===== src/rtl/n1_pbus_pkg.sv =====
// Shared types and constants for the N1 program-bus fetch engine.
// Latency: none (types, constants and a pure function only).
// Backpressure: not applicable.
package n1_pbus_pkg;

    // Fetch engine control state; the encoding is visible on the probe port.
    typedef enum logic [1:0] {
        ST_IDLE = 2'd0,
        ST_RUN  = 2'd1,
        ST_HALT = 2'd2
    } state_e;

    // Response kind after resolving simultaneous ack/err/rty.
    localparam logic [1:0] RESP_NONE = 2'd0;
    localparam logic [1:0] RESP_ACK  = 2'd1;
    localparam logic [1:0] RESP_RTY  = 2'd2;
    localparam logic [1:0] RESP_ERR  = 2'd3;

    // A slave asserting several response lines at once is resolved err > rty > ack.
    function automatic logic [1:0] resp_sel(input logic ack, input logic err, input logic rty);
        logic [1:0] kind;
        kind = RESP_NONE;
        if (err) begin
            kind = RESP_ERR;
        end else if (rty) begin
            kind = RESP_RTY;
        end else if (ack) begin
            kind = RESP_ACK;
        end
        return kind;
    endfunction

endpackage


===== src/rtl/n1_fifo_sync.sv =====
// Synchronous FIFO with clear and occupancy count; head is shown combinationally.
// Latency: a pushed word is visible at head_o the cycle after the push.
// Backpressure: push when full and pop when empty are ignored; clear beats push and pop.
module n1_fifo_sync #(
    parameter int DEPTH = 4,
    parameter int WIDTH = 33
) (
    input  logic                       clk_i,
    input  logic                       rst_i,
    input  logic                       clr_i,
    input  logic                       push_i,
    input  logic [WIDTH-1:0]           push_dat_i,
    input  logic                       pop_i,
    output logic [WIDTH-1:0]           head_o,
    output logic [$clog2(DEPTH+1)-1:0] count_o
);

    localparam int PW = $clog2(DEPTH);
    localparam int CW = $clog2(DEPTH+1);

    logic [WIDTH-1:0] mem_q [DEPTH];
    logic [PW-1:0]    wr_q;
    logic [PW-1:0]    rd_q;
    logic [CW-1:0]    cnt_q;
    logic             do_push;
    logic             do_pop;

    assign do_push = push_i && (cnt_q != CW'(DEPTH)) && !clr_i;
    assign do_pop  = pop_i && (cnt_q != '0) && !clr_i;

    // Pointer and occupancy bookkeeping; pointers wrap naturally since DEPTH is a power of two.
    always_ff @(posedge clk_i or posedge rst_i) begin
        if (rst_i) begin
            wr_q  <= '0;
            rd_q  <= '0;
            cnt_q <= '0;
        end else if (clr_i) begin
            wr_q  <= '0;
            rd_q  <= '0;
            cnt_q <= '0;
        end else begin
            if (do_push) begin
                wr_q <= wr_q + PW'(1);
            end
            if (do_pop) begin
                rd_q <= rd_q + PW'(1);
            end
            cnt_q <= cnt_q + CW'(do_push) - CW'(do_pop);
        end
    end

    // Storage needs no reset: entries are only read once counted valid.
    always_ff @(posedge clk_i) begin
        if (do_push) begin
            mem_q[wr_q] <= push_dat_i;
        end
    end

    assign head_o  = mem_q[rd_q];
    assign count_o = cnt_q;

endmodule


===== src/rtl/n1_pbus_fetch.sv =====
// Pipelined Wishbone program fetch with prefetch FIFO, bounded retry, error tokens and flush.
// Latency: restart to first request 1 cycle; ack to fetch_rdy_o 1 cycle.
// Backpressure: requests issue only while in-flight plus buffered words fit the FIFO.
module n1_pbus_fetch
    import n1_pbus_pkg::*;
#(
    parameter int ADR_WIDTH = 16,
    parameter int DAT_WIDTH = 16,
    parameter int DEPTH     = 4,
    parameter int RTY_MAX   = 3
) (
    input  logic                         clk_i,
    input  logic                         async_rst_i,
    output logic                         pbus_cyc_o,
    output logic                         pbus_stb_o,
    output logic [ADR_WIDTH-1:0]         pbus_adr_o,
    input  logic [DAT_WIDTH-1:0]         pbus_dat_i,
    input  logic                         pbus_ack_i,
    input  logic                         pbus_err_i,
    input  logic                         pbus_rty_i,
    input  logic                         pbus_stall_i,
    input  logic                         fetch_start_i,
    input  logic [ADR_WIDTH-1:0]         fetch_adr_i,
    input  logic                         fetch_pop_i,
    output logic                         fetch_rdy_o,
    output logic [DAT_WIDTH-1:0]         fetch_dat_o,
    output logic [ADR_WIDTH-1:0]         fetch_adr_o,
    output logic                         fetch_err_o,
    output logic [1:0]                   prb_state_o,
    output logic [$clog2(DEPTH+1)-1:0]   prb_inflight_o
);

    localparam int CW = $clog2(DEPTH+1);
    localparam int RW = (RTY_MAX < 1) ? 1 : $clog2(RTY_MAX+1);
    localparam logic [CW:0]   CRED_MAX = (CW+1)'(DEPTH);
    localparam logic [RW-1:0] RTY_LIM  = RW'(RTY_MAX);

    localparam logic [1:0] S_IDLE = ST_IDLE;
    localparam logic [1:0] S_RUN  = ST_RUN;
    localparam logic [1:0] S_HALT = ST_HALT;

    // One prefetch slot: error flag, the word's address and its data.
    typedef struct packed {
        logic                 err;
        logic [ADR_WIDTH-1:0] adr;
        logic [DAT_WIDTH-1:0] dat;
    } ent_t;

    logic [1:0]           state_q, state_d;
    logic [ADR_WIDTH-1:0] next_adr_q, next_adr_d;
    logic [CW-1:0]        inflight_q, inflight_d;
    logic [CW-1:0]        discard_q, discard_d;
    logic [RW-1:0]        rty_q, rty_d;

    logic [CW-1:0]        fifo_cnt;
    ent_t                 head_ent;
    ent_t                 push_ent;
    logic                 push;
    logic                 pop;
    logic                 stb;
    logic                 accept;
    logic [1:0]           resp_code;
    logic                 resp;
    logic                 err_evt;
    logic [ADR_WIDTH-1:0] oldest_adr;

    // Every outstanding request and every buffered word holds a FIFO slot, so overflow is impossible.
    assign stb        = (state_q == S_RUN) &&
                        (({1'b0, inflight_q} + {1'b0, fifo_cnt}) < CRED_MAX);
    assign accept     = stb && !pbus_stall_i;
    assign resp_code  = (inflight_q != '0) ? resp_sel(pbus_ack_i, pbus_err_i, pbus_rty_i)
                                           : RESP_NONE;
    assign resp       = (resp_code != RESP_NONE);
    assign oldest_adr = next_adr_q - ADR_WIDTH'(inflight_q);
    assign pop        = fetch_pop_i && (fifo_cnt != '0) && !fetch_start_i;

    // Next-state: request issue, in-order retirement, retry rewind, error halt, restart.
    always_comb begin
        state_d    = state_q;
        next_adr_d = accept ? next_adr_q + ADR_WIDTH'(1) : next_adr_q;
        inflight_d = inflight_q + CW'(accept) - CW'(resp);
        discard_d  = discard_q;
        rty_d      = rty_q;
        push       = 1'b0;
        push_ent   = '0;
        err_evt    = 1'b0;

        if (resp && !fetch_start_i) begin
            if (discard_q != '0) begin
                discard_d = discard_q - CW'(1);
            end else begin
                case (resp_code)
                    RESP_ACK: begin
                        push         = 1'b1;
                        push_ent.adr = oldest_adr;
                        push_ent.dat = pbus_dat_i;
                        rty_d        = '0;
                    end
                    RESP_RTY: begin
                        if (rty_q < RTY_LIM) begin
                            // Rewind to the retried word; everything newer is already stale.
                            rty_d      = rty_q + RW'(1);
                            next_adr_d = oldest_adr;
                            discard_d  = inflight_d;
                        end else begin
                            err_evt = 1'b1;
                        end
                    end
                    default: begin
                        err_evt = 1'b1;
                    end
                endcase
            end
        end

        if (err_evt) begin
            push         = 1'b1;
            push_ent.err = 1'b1;
            push_ent.adr = oldest_adr;
            discard_d    = inflight_d;
            rty_d        = '0;
            state_d      = S_HALT;
        end

        // Restart wins over everything: all still-owed responses become stale.
        if (fetch_start_i) begin
            push       = 1'b0;
            state_d    = S_RUN;
            next_adr_d = fetch_adr_i;
            discard_d  = inflight_d;
            rty_d      = '0;
        end
    end

    // Control registers.
    always_ff @(posedge clk_i or posedge async_rst_i) begin
        if (async_rst_i) begin
            state_q    <= S_IDLE;
            next_adr_q <= '0;
            inflight_q <= '0;
            discard_q  <= '0;
            rty_q      <= '0;
        end else begin
            state_q    <= state_d;
            next_adr_q <= next_adr_d;
            inflight_q <= inflight_d;
            discard_q  <= discard_d;
            rty_q      <= rty_d;
        end
    end

    n1_fifo_sync #(
        .DEPTH (DEPTH),
        .WIDTH ($bits(ent_t))
    ) u_fifo (
        .clk_i      (clk_i),
        .rst_i      (async_rst_i),
        .clr_i      (fetch_start_i),
        .push_i     (push),
        .push_dat_i (push_ent),
        .pop_i      (pop),
        .head_o     (head_ent),
        .count_o    (fifo_cnt)
    );

    assign pbus_stb_o     = stb;
    assign pbus_cyc_o     = stb || (inflight_q != '0);
    assign pbus_adr_o     = next_adr_q;
    assign fetch_rdy_o    = (fifo_cnt != '0);
    assign fetch_dat_o    = fetch_rdy_o ? head_ent.dat : '0;
    assign fetch_adr_o    = fetch_rdy_o ? head_ent.adr : '0;
    assign fetch_err_o    = fetch_rdy_o && head_ent.err;
    assign prb_state_o    = state_q;
    assign prb_inflight_o = inflight_q;

endmodule

===== config.mk =====
export PLATFORM = sky130hd
export DESIGN_NAME = n1_pbus_fetch
export DESIGN_NICKNAME = d
export VERILOG_FILES = /design/src/rtl/n1_pbus_pkg.sv /design/src/rtl/n1_fifo_sync.sv /design/src/rtl/n1_pbus_fetch.sv
export SDC_FILE = /design/constraint.sdc
export NUM_CORES = 1
export LEC_CHECK = 0
export ABC_AREA = 1
export CAP_MARGIN = 10
export CORE_MARGIN = 2
export CORE_UTILIZATION = 30
export CTS_BUF_LIST = sky130_fd_sc_hd__clkbuf_16
export DETAILED_ROUTE_END_ITERATION = 8
export PLACE_DENSITY_LB_ADDON = 0.15
export SYNTH_ARGS = -nofsm -noshare
export SYNTH_HDL_FRONTEND = slang
export SYNTH_SLANG_ARGS = --single-unit

===== constraint.sdc =====
create_clock -name clk_i -period 3.98 [get_ports clk_i]
set_input_delay 1.194 -clock clk_i [delete_from_list [all_inputs] [get_ports clk_i]]
set_output_delay 1.194 -clock clk_i [all_outputs]
set_load 0.03 [all_outputs]

# Word-level counts from Yosys, hierarchy flattened
# Memory sizes are Yosys's and may differ from the RTL's.
# Cells that the tools add are included.
# Widths: inputs -> output; s select.
[op_classes] n_addsub=11 mul=0 div=0 n_lt_le_gt_ge=2 n_eq_ne=6 shift=0 muxes=46 bitwise=0 n_reduce_logical=26
[op_table] op="$mux 16" n=8
[op_table] op="$mux 32" n=3
[op_table] op="$mux 2" n=14
[op_table] op="$mux 3" n=7
[op_table] op="$mux 17" n=1
[op_table] op="$add 16x1->16 const B" n=1
[op_table] op="$sub 16x3->16" n=1
[op_table] op="$reduce_bool 3->1" n=4
[op_table] op="$reduce_bool 4->1" n=3
[op_table] op="$mux 1" n=11
[op_table] op="$logic_and 1x1->1" n=10
[op_table] op="$reduce_bool 2->1" n=4
[op_table] op="$add 2x1->2 const B" n=3
[op_table] op="$add 3x1->3" n=2
[op_table] op="$ne 3x3->1 const B" n=2
[op_table] op="$sub 3x1->3" n=2
[op_table] op="$add 3x3->4" n=1
[op_table] op="$eq 2x1->1 const B" n=2
[op_table] op="$lt 4x3->1 const B" n=1
[op_table] op="$ne 4x4->1 const B" n=1
[op_table] op="$pmux 2 s2" n=1
[op_table] op="$reduce_and 4->1" n=1
[op_table] op="$reduce_and 3->1" n=1
[op_table] op="$sub 3x1->3 const B" n=1
[op_table] op="other kinds (5)" n=6
[totals] reg_bits=33 latchBits=0 mem_bits_rw=132 mem_bits_ro=0 in_bits=40 output_inout_bits=57 word_cells=100 memories=1
[memory_table] memory="u_fifo.mem_q" words=4 word_bits=33 read_ports=1 rd_clocked_by_memory_dff=0 write_ports=1 line="n1_fifo_sync.sv:21" text="logic [WIDTH-1:0] mem_q [DEPTH];"

# Logic depth before layout (Yosys ltp)
# Gate-level depths: netlist of run 1.
[depth] word_depth=15 mapped_depth=17

# Modules after synthesis
# Synthesis of run 1 repeated with hierarchy kept, for this count alone.
[hier_totals] cells_unflattened=880 hier_area_um2=8286.7
[by_module_without_submodules] module="n1_fifo_sync" n_inst=1 cells_per_inst=381 area_per_inst_um2=5367.6 seq_area_each_um2=4139.0
[by_module_without_submodules] module="n1_pbus_fetch" n_inst=1 cells_per_inst=499 area_per_inst_um2=2919.0 seq_area_each_um2=650.6

# Worst setup path before layout of run 1
# No wires, ideal clock.
[synth_timing] path_kind="in2reg" start="input pbus_rty_i" end="memory u_fifo.mem_q[0][0], enable pin" setup_time_ps=423 arrival_ps=3869 required_time_ps=3557 setup_slack_ps=-312 stages=10 n_path_buf=0 path_cell_list="o21ai_0 inv_1 ha_1 nand2_4 o21ai_2 nor2_4 a21oi_4 inv_2 nand2_2 nor2_1"
[synth_via] elab_chain_cells=13 elab_cells_between_ends=19 cone_classes="2 x eq/ne; 13 x mux; 4 x reduce/logical"
[synth_rtl] element="from (decl)" line="n1_pbus_fetch.sv:20" text="input logic pbus_rty_i,"
[synth_rtl] element="$mux 2 (*)" line="n1_pbus_pkg.sv:25" text="end else if (rty) begin"
[synth_rtl] element="$mux 2 (*)" line="n1_pbus_pkg.sv:23" text="if (err) begin"
[synth_rtl] element="$mux 2 (*)" line="n1_pbus_fetch.sv:71" text="assign resp_code = (inflight_q != '0) ? resp_sel(pbus_ack_i, pbus_err_i, pbus_rty_i)"
[synth_rtl] element="$eq 2x2->1 / $eq 2x1->1 (equally long branches)" line="n1_pbus_fetch.sv:92" text="case (resp_code)"
[synth_rtl] element="$pmux 1 s2" line="n1_pbus_fetch.sv:92"
[synth_rtl] element="$mux 1" line="n1_pbus_fetch.sv:89" text="if (discard_q != '0) begin"
[synth_rtl] element="$mux 1 (*)" line="n1_pbus_fetch.sv:88" text="if (resp && !fetch_start_i) begin"
[synth_rtl] element="named net err_evt" line="n1_pbus_fetch.sv:64" text="logic err_evt;"
[synth_rtl] element="$mux 1 (*)" line="n1_pbus_fetch.sv:116" text="if (err_evt) begin"
[synth_rtl] element="$mux 1 (*)" line="n1_pbus_fetch.sv:126" text="if (fetch_start_i) begin"
[synth_rtl] element="$logic_and 1x1->1 (*) (2 in series)" line="n1_fifo_sync.sv:28" text="assign do_push = push_i && (cnt_q != CW'(DEPTH)) && !clr_i;"
[synth_rtl] element="$mux 1 (*)" line="n1_fifo_sync.sv:54" text="if (do_push) begin"
[synth_rtl] element="$mux 1 (not written as such) (*)" line="n1_fifo_sync.sv:55" text="mem_q[wr_q] <= push_dat_i;"
[synth_rtl] element="to (decl)" line="n1_fifo_sync.sv:21"
# Mark *: on every way through the listed nets, which the timed path passes. The rest lies on a longest branch.

# Worst setup path after layout of run 1
[layout_timing] start="register u_fifo.rd_q[0]" end="output fetch_adr_o[13]"
[layout_via] elab_chain_cells=2
[layout_rtl] element="from (decl)" line="n1_fifo_sync.sv:23" text="logic [PW-1:0] rd_q;"
[layout_rtl] element="from (signal assigned)" line="n1_fifo_sync.sv:46" text="rd_q <= rd_q + PW'(1);"
[layout_rtl] element="$mem_v2 4x33"
[layout_rtl] element="$mux 16" line="n1_pbus_fetch.sv:171" text="assign fetch_adr_o = fetch_rdy_o ? head_ent.adr : '0;"
[layout_rtl] element="to (decl)" line="n1_pbus_fetch.sv:27" text="output logic [ADR_WIDTH-1:0] fetch_adr_o,"
# No other way between the ends.

==> results of run 1 <==
==> cells by family after synthesis <==
group	after synthesis	share of synthesized area, %
flops	165	58.3
fa+ha+maj	24	3.93
simple gates	405	20.7
compound gates	146	9.27
xor+xnor	15	1.60
buf+inv	125	6.14
==> layout by cell type, fill, tap and decap left out, drive strengths merged, types with 3 or more instances in the layout <==
master / instances
nor2: 209
nand2: 138
edfxtp: 132
inv: 91
o21ai: 90
clkdlybuf4s50: 63
buf: 57
a21oi: 49
nand3: 40
dfrtp: 33
ha: 21
clkbuf: 17
nand4: 11
xor2: 11
clkinv: 9
nor3: 5
xnor2: 4
o211ai: 4
fa: 3
==> where the power goes <==
| part | switching, W | internal [W] | total (W) |
|---|---|---|---|
| clock network | 0.000782 | 0.000912 | 0.00169 |
| logic | 0.00202 | 0.00115 | 0.00317 |
| registers | 0.000195 | 0.00202 | 0.00222 |
==> cell type report <==
class	count	area (um2)
Clock inverter	15	200
Timing Repair Buffer	120	1260
Fill cell	2712	16500
Tap cell	341	427
Inverter	86	323
Multi-Input combinational cell	590	2940
Clock buffer	17	425
Sequential cell	165	4790
==> stage by stage <==
step | power, W | TNS, ns | util, %
after CTS | 0.00719 | 0 | 38.6
final | 0.00709 | 0 | 38.6
after floorplan | 0.00411 | -41.14 | -
after global routing | 0.00755 | 0 | 38.6
after global placement | 0.00546 | 0 | 36.2
after detailed placement | 0.00547 | 0 | 36.2
==> metal layers <==
metal	up-vias	part of all wire, %
met1	2992	48
li1	3122	-
met5	-	0
met2	134	47
met3	21	3.7
met4	0	1.5
==> worst paths after layout <==
path / start / end / slack, ns / cells past startpoint
max: u_fifo.rd_q[0] / fetch_adr_o[13] / 0.40 / 5
min: discard_q[1] / discard_q[1] / 0.49 / 2
max reg2reg: prb_inflight_o[2] / discard_q[2] / 1.03 / 14
min reg2reg: discard_q[1] / discard_q[1] / 0.49 / 2
max in group asynchronous: async_rst_i / pbus_adr_o[5] / 2.02 / 3
min in group asynchronous: async_rst_i / prb_state_o[1] / 1.24 / 2
==> sequential cells by signal (all words and copies together) (netlist names) <==
register / count
u_fifo.mem_q: 132
prb_state_o: 2
discard_q: 3
rty_q: 2
u_fifo.rd_q: 2
u_fifo.wr_q: 2
pbus_adr_o: 16
prb_inflight_o: 3
u_fifo.count_o: 3
==> tightest hold or removal path, delay by kind of cell, from the launching register on <==
| family | cells | cell delay (ns) |
|---|---|---|
| flops | 1 | 0.34 |
| compound gates | 1 | 0.06 |
| simple gates | 1 | 0.05 |
==> Yosys cell counts, drive strengths merged (4+ instances only) <==
cell type,number,share of area (%)
nand3,40,2.4
edfxtp,132,48
nand4,11,0.84
nand2,138,6.6
inv,84,3.8
dfrtp,33,10
nor2,209,10
xor2,11,1.2
nor3,5,0.49
ha,21,3.2
a21oi,49,3.1
buf,17,1.2
clkbuf,22,1.0
o21ai,90,5.5
o211ai,4,0.37
xnor2,4,0.43
==> metrics.txt, run 1 <==
GRT busiest layer=met2; Synth cell types=36; Via-to-Cell Ratio=4.70; period utilisation layout=89.9%; warnings from Yosys=0; io pins=between 90 and 100; # rows=60; Max VDD drop=396 uV; status=finished clean; Final Hold Vio Count=0; Total Nets Final=about 1000; synthesized flop and latch total=between 150 and 200; DRC=0; hpwl dp=approximately 14 mm; final WL=~22 mm; worst-margin pin slew=about 0.84 ns; Max Cap Viol=0; DR WL/cell=roughly 16 um; CP endpoint kind=primary output; sequential fraction of the synthesis area=58.3%; Overall Global Routing Usage=15.6%; vias in the first global route=slightly above 6000; clock buffer depth=2; layout cell share with drive strength beyond 1=roughly an eighth; Starting Density=about 31%; post-CTS resize count=0; CP max stage delay=between 0.5 and 0.6 ns; Worst Skew=between 0.01 and 0.015 ns; fin area=between 10000 and 15000 um2; synthesized area per cell=between 9 and 10 um2; Async SR Flop Fraction=approximately a fifth; Max Slew Vio Count=0; Post-CTS Hold Buffers=0; CP max-delay cell=dfrtp_2; core box area=approximately 27000 um2; fin crit period=~3.6 ns; EDFF count, synth=132; Area Growth Syn to Fin=26.3%; Fin Hold WS=0.485 ns; cell leakage power=4.15 nW; initial antenna violation count=0; Hold Crit Class=reg -> reg; first-pass GRT wire length=around 34 mm; CTS tree=done; worst endpoint data arrival time=approximately 2.4 ns; worst-skew pair later-pin latency=0.43 ns; routing usage on met3=roughly 2.8%; Via Count=~6300; max_slew headroom=43.7%; CTS Buf Count=17; met1 track demand over resource=a little over a fifth; critical-path cell list=inv_1, buf_12, o21ai_0, a21oi_1, buf_12; Post-Place Setup Slack=between 0.1 and 0.15 ns; root buffer cell=clkbuf_16; post-synthesis cell count=a little under 900; full die area=roughly 29000 um2; drt initial violations=between 400 and 500; post-CTS setup buffers=0; pwr dens=roughly 700 nW/um2; CP max FO=55; final std cells w/o fill=1334; top cell family by delay on the critical path=buffers and inverters; CTS Sinks=between 150 and 200; pin count of the biggest net entering global routing=56; Post-Place Cells=roughly 1300; First-pass DRT Iterations=5; IO Port Bufs=96; H-tree depth=4; WP data required=approximately 2.8 ns; dpl cell area=about 9700 um2; main flop type after synthesis=edfxtp_1; Syn Nets=approximately 940; Syn Std Cell Area=roughly 8000 um2; fin worst setup slack=approximately 0.40 ns; n_diodes=0; RSZ-0062 raised after global routing=false; Die X=about 170 um; Overflow after GRT=0; Worst Path Buf+Inv=3; Final ANT Viol Nets=0; CP Launch Type=flop; Placer Congestion=between 0.8 and 0.9; Crit Path Category=reg -> out; setup violators final=0; achievable frequency=around 0.28 GHz; met2 Resource Use GR=25.6%; most frequent CP cell=buf_12; Die Span Y=about 170 um; CTS clk-pin slew, worst paths=0.07 ns
(Power assumes the default switching activity.)
==> run 2, diff against run 1 <==
--- a/config.mk
+++ b/config.mk
@@ -7,11 +7,12 @@
 export LEC_CHECK = 0
 export ABC_AREA = 1
 export CAP_MARGIN = 10
-export CORE_MARGIN = 2
+export CORE_MARGIN = 5
 export CORE_UTILIZATION = 30
 export CTS_BUF_LIST = sky130_fd_sc_hd__clkbuf_16
 export DETAILED_ROUTE_END_ITERATION = 8
 export PLACE_DENSITY_LB_ADDON = 0.15
+export RECOVER_POWER = 100
 export SYNTH_ARGS = -nofsm -noshare
 export SYNTH_HDL_FRONTEND = slang
 export SYNTH_SLANG_ARGS = --single-unit
==> run 2 against run 1 <==
- sequential power about the same
- worst setup slack worse by 0.14 ns
- sequential share of layout area up 1.3 points
- maximum frequency down 3.6%
- hold slack better by 0.0097 ns
- wire length up 1.8%
- final cell count about the same
- global-route usage down 1.2 points
- non-clock buffer count up 1
==> metrics.txt, run 2 (synthesis gave the netlist of run 1 again) <==
status=finished clean; drt initial violations=between 400 and 500; IO Port Bufs=between 90 and 100; CP endpoint kind=primary output; Hold Crit Class=reg -> reg; hold path start=rty_q[1]; fin crit period=3.71 ns; H-tree depth=4; core box area=around 27000 um2; CTS Sinks=around 170; CTS Buf Count=17; DR WL/cell=roughly 16 um; Area Growth Syn to Fin=22.7%; commonest non-fill, non-tap cells in the layout=198 x nor2_1, 134 x nand2_1, 132 x edfxtp_1; vias in the first global route=approximately 6300; pwr dens=666 nW/um2; hold endpoint=rty_q[1]; worst endpoint data arrival time=2.52 ns; final std cells w/o fill=1335; Max Cap Viol=0; Max Slew Vio Count=0; max_slew headroom=35.9%; Via Count=around 6200; final WL=roughly 22 mm; setup tns final=0 ns; initial antenna violation count=0; Max VDD drop=491 uV; Post-Place Cells=approximately 1300; CP Launch Type=flop; cell leakage power=4.00 nW; DRC=0; Die X=between 150 and 200 um; layout cell share with drive strength beyond 1=roughly 8%; First-pass DRT Iterations=5; Die Span Y=roughly 180 um; root buffer cell=clkbuf_16; io pins=97; Fin Hold WS=roughly 0.49 ns; post-CTS resize count=0; Via-to-Cell Ratio=4.67; WP data required=roughly 2.8 ns; CP max FO=33; pin count of the biggest net entering global routing=67; max reg flops=about 130; post-CTS setup buffers=0; setup violators final=0; RSZ-0062 raised after global routing=false; worst-margin pin slew=~0.96 ns; period utilisation layout=between 90 and 100%; RR Startpoint=prb_inflight_o[2]; Total Nets Final=approximately 1000; Worst Skew=around 0.018 ns; capturing point of the worst reg2reg path=u_fifo.mem_q[3][23]; full die area=between 30000 and 40000 um2; commonest non-fill, non-tap cell in the layout=nor2_1; R2R depth=14; hpwl dp=about 14 mm; CTS tree=done; Crit Path Category=reg -> out; CTS clk-pin slew, worst paths=around 0.07 ns; hold depth=2; # rows=60; first-pass GRT wire length=roughly 35 mm; worst-skew pair later-pin latency=between 0.4 and 0.5 ns; Post-CTS Hold Buffers=0; Starting Density=30.5%; Final Hold Vio Count=0; Final ANT Viol Nets=0; clock buffer depth=2; Overflow after GRT=0; R2R setup slack=roughly 1.0 ns; Placer Congestion=0.835; worst setup path startpoint=u_fifo.count_o[1]; fin util=a little under two fifths; Biggest register=u_fifo.mem_q; achievable frequency=between 0.2 and 0.3 GHz; n_diodes=0; Overall Global Routing Usage=between 10 and 15%
-- run 2: cell types whose count changed in the layout (fill, tap and decap cells not counted), moves of 3 or more --
cell / before / now
clkbuf_2: 0 / 7
dlygate4sd3_1: 0 / 26
inv_12: 0 / 3
buf_4: 41 / 16
nor2_1: 195 / 198
clkbuf_1: 0 / 30
clkdlybuf4s50_1: 63 / 37
buf_12: 16 / 4
-- run 2: how the worst max path moves through the flow --
stage | slack, ns | cells past startpoint | endpoint
after CTS | 0.45 | 5 | pbus_cyc_o
final | 0.27 | 4 | fetch_adr_o[14]
after floorplan | -0.31 | 10 | u_fifo.mem_q[0][0]
after global routing | 0.12 | 4 | fetch_adr_o[15]
after detailed placement | 0.04 | 14 | u_fifo.count_o[1]
after global placement | 0.09 | 14 | u_fifo.count_o[1]
-- run 2: worst max-delay path, stage by stage, from the launching register on --
cell and delay (ns):
dfrtp_1 0.47, nor3_1 0.30, clkbuf_2 0.80, a21oi_1 0.23
clkbuf_1 0.29
-- run 2: metrics by stage --
step | total power (W) | area, um2 | setup WS, ns
after global routing | 0.00716 | 10100 | 0.120
final | 0.00671 | 10100 | 0.268
after detailed placement | 0.00556 | 9800 | 0.0443
after CTS | 0.00730 | 10400 | 0.452
after global placement | 0.00556 | 9800 | 0.0857
after floorplan | 0.00411 | 8210 | -0.312
-- run 2: report_power, final --
part	leakage (nW)	internal, W	switching (W)	total [W]
Sequential	1.59	0.00202	0.000164	0.00219
Combinational	2.11	0.000790	0.00201	0.00280
Clock	0.305	0.000875	0.000850	0.00172
Total	4.00	0.00369	0.00302	0.00671
-- run 2: metal layers --
metal,track usage (%),vias up,share of wire [%]
met2,23.3,159,46
li1,-,3113,-
met1,19.9,2940,48
met5,0,-,0
met3,2.82,25,5.0
met4,4.26,0,1.6
-- run 2: layout make-up --
class / count / area, um2
inverter: 86 / 323
fill: 2741 / 16900
sequential: 165 / 4790
clock inverter: 15 / 211
multi-input combinational: 590 / 2910
clock buffer: 17 / 425
timing repair buffer: 121 / 986
tap: 341 / 427
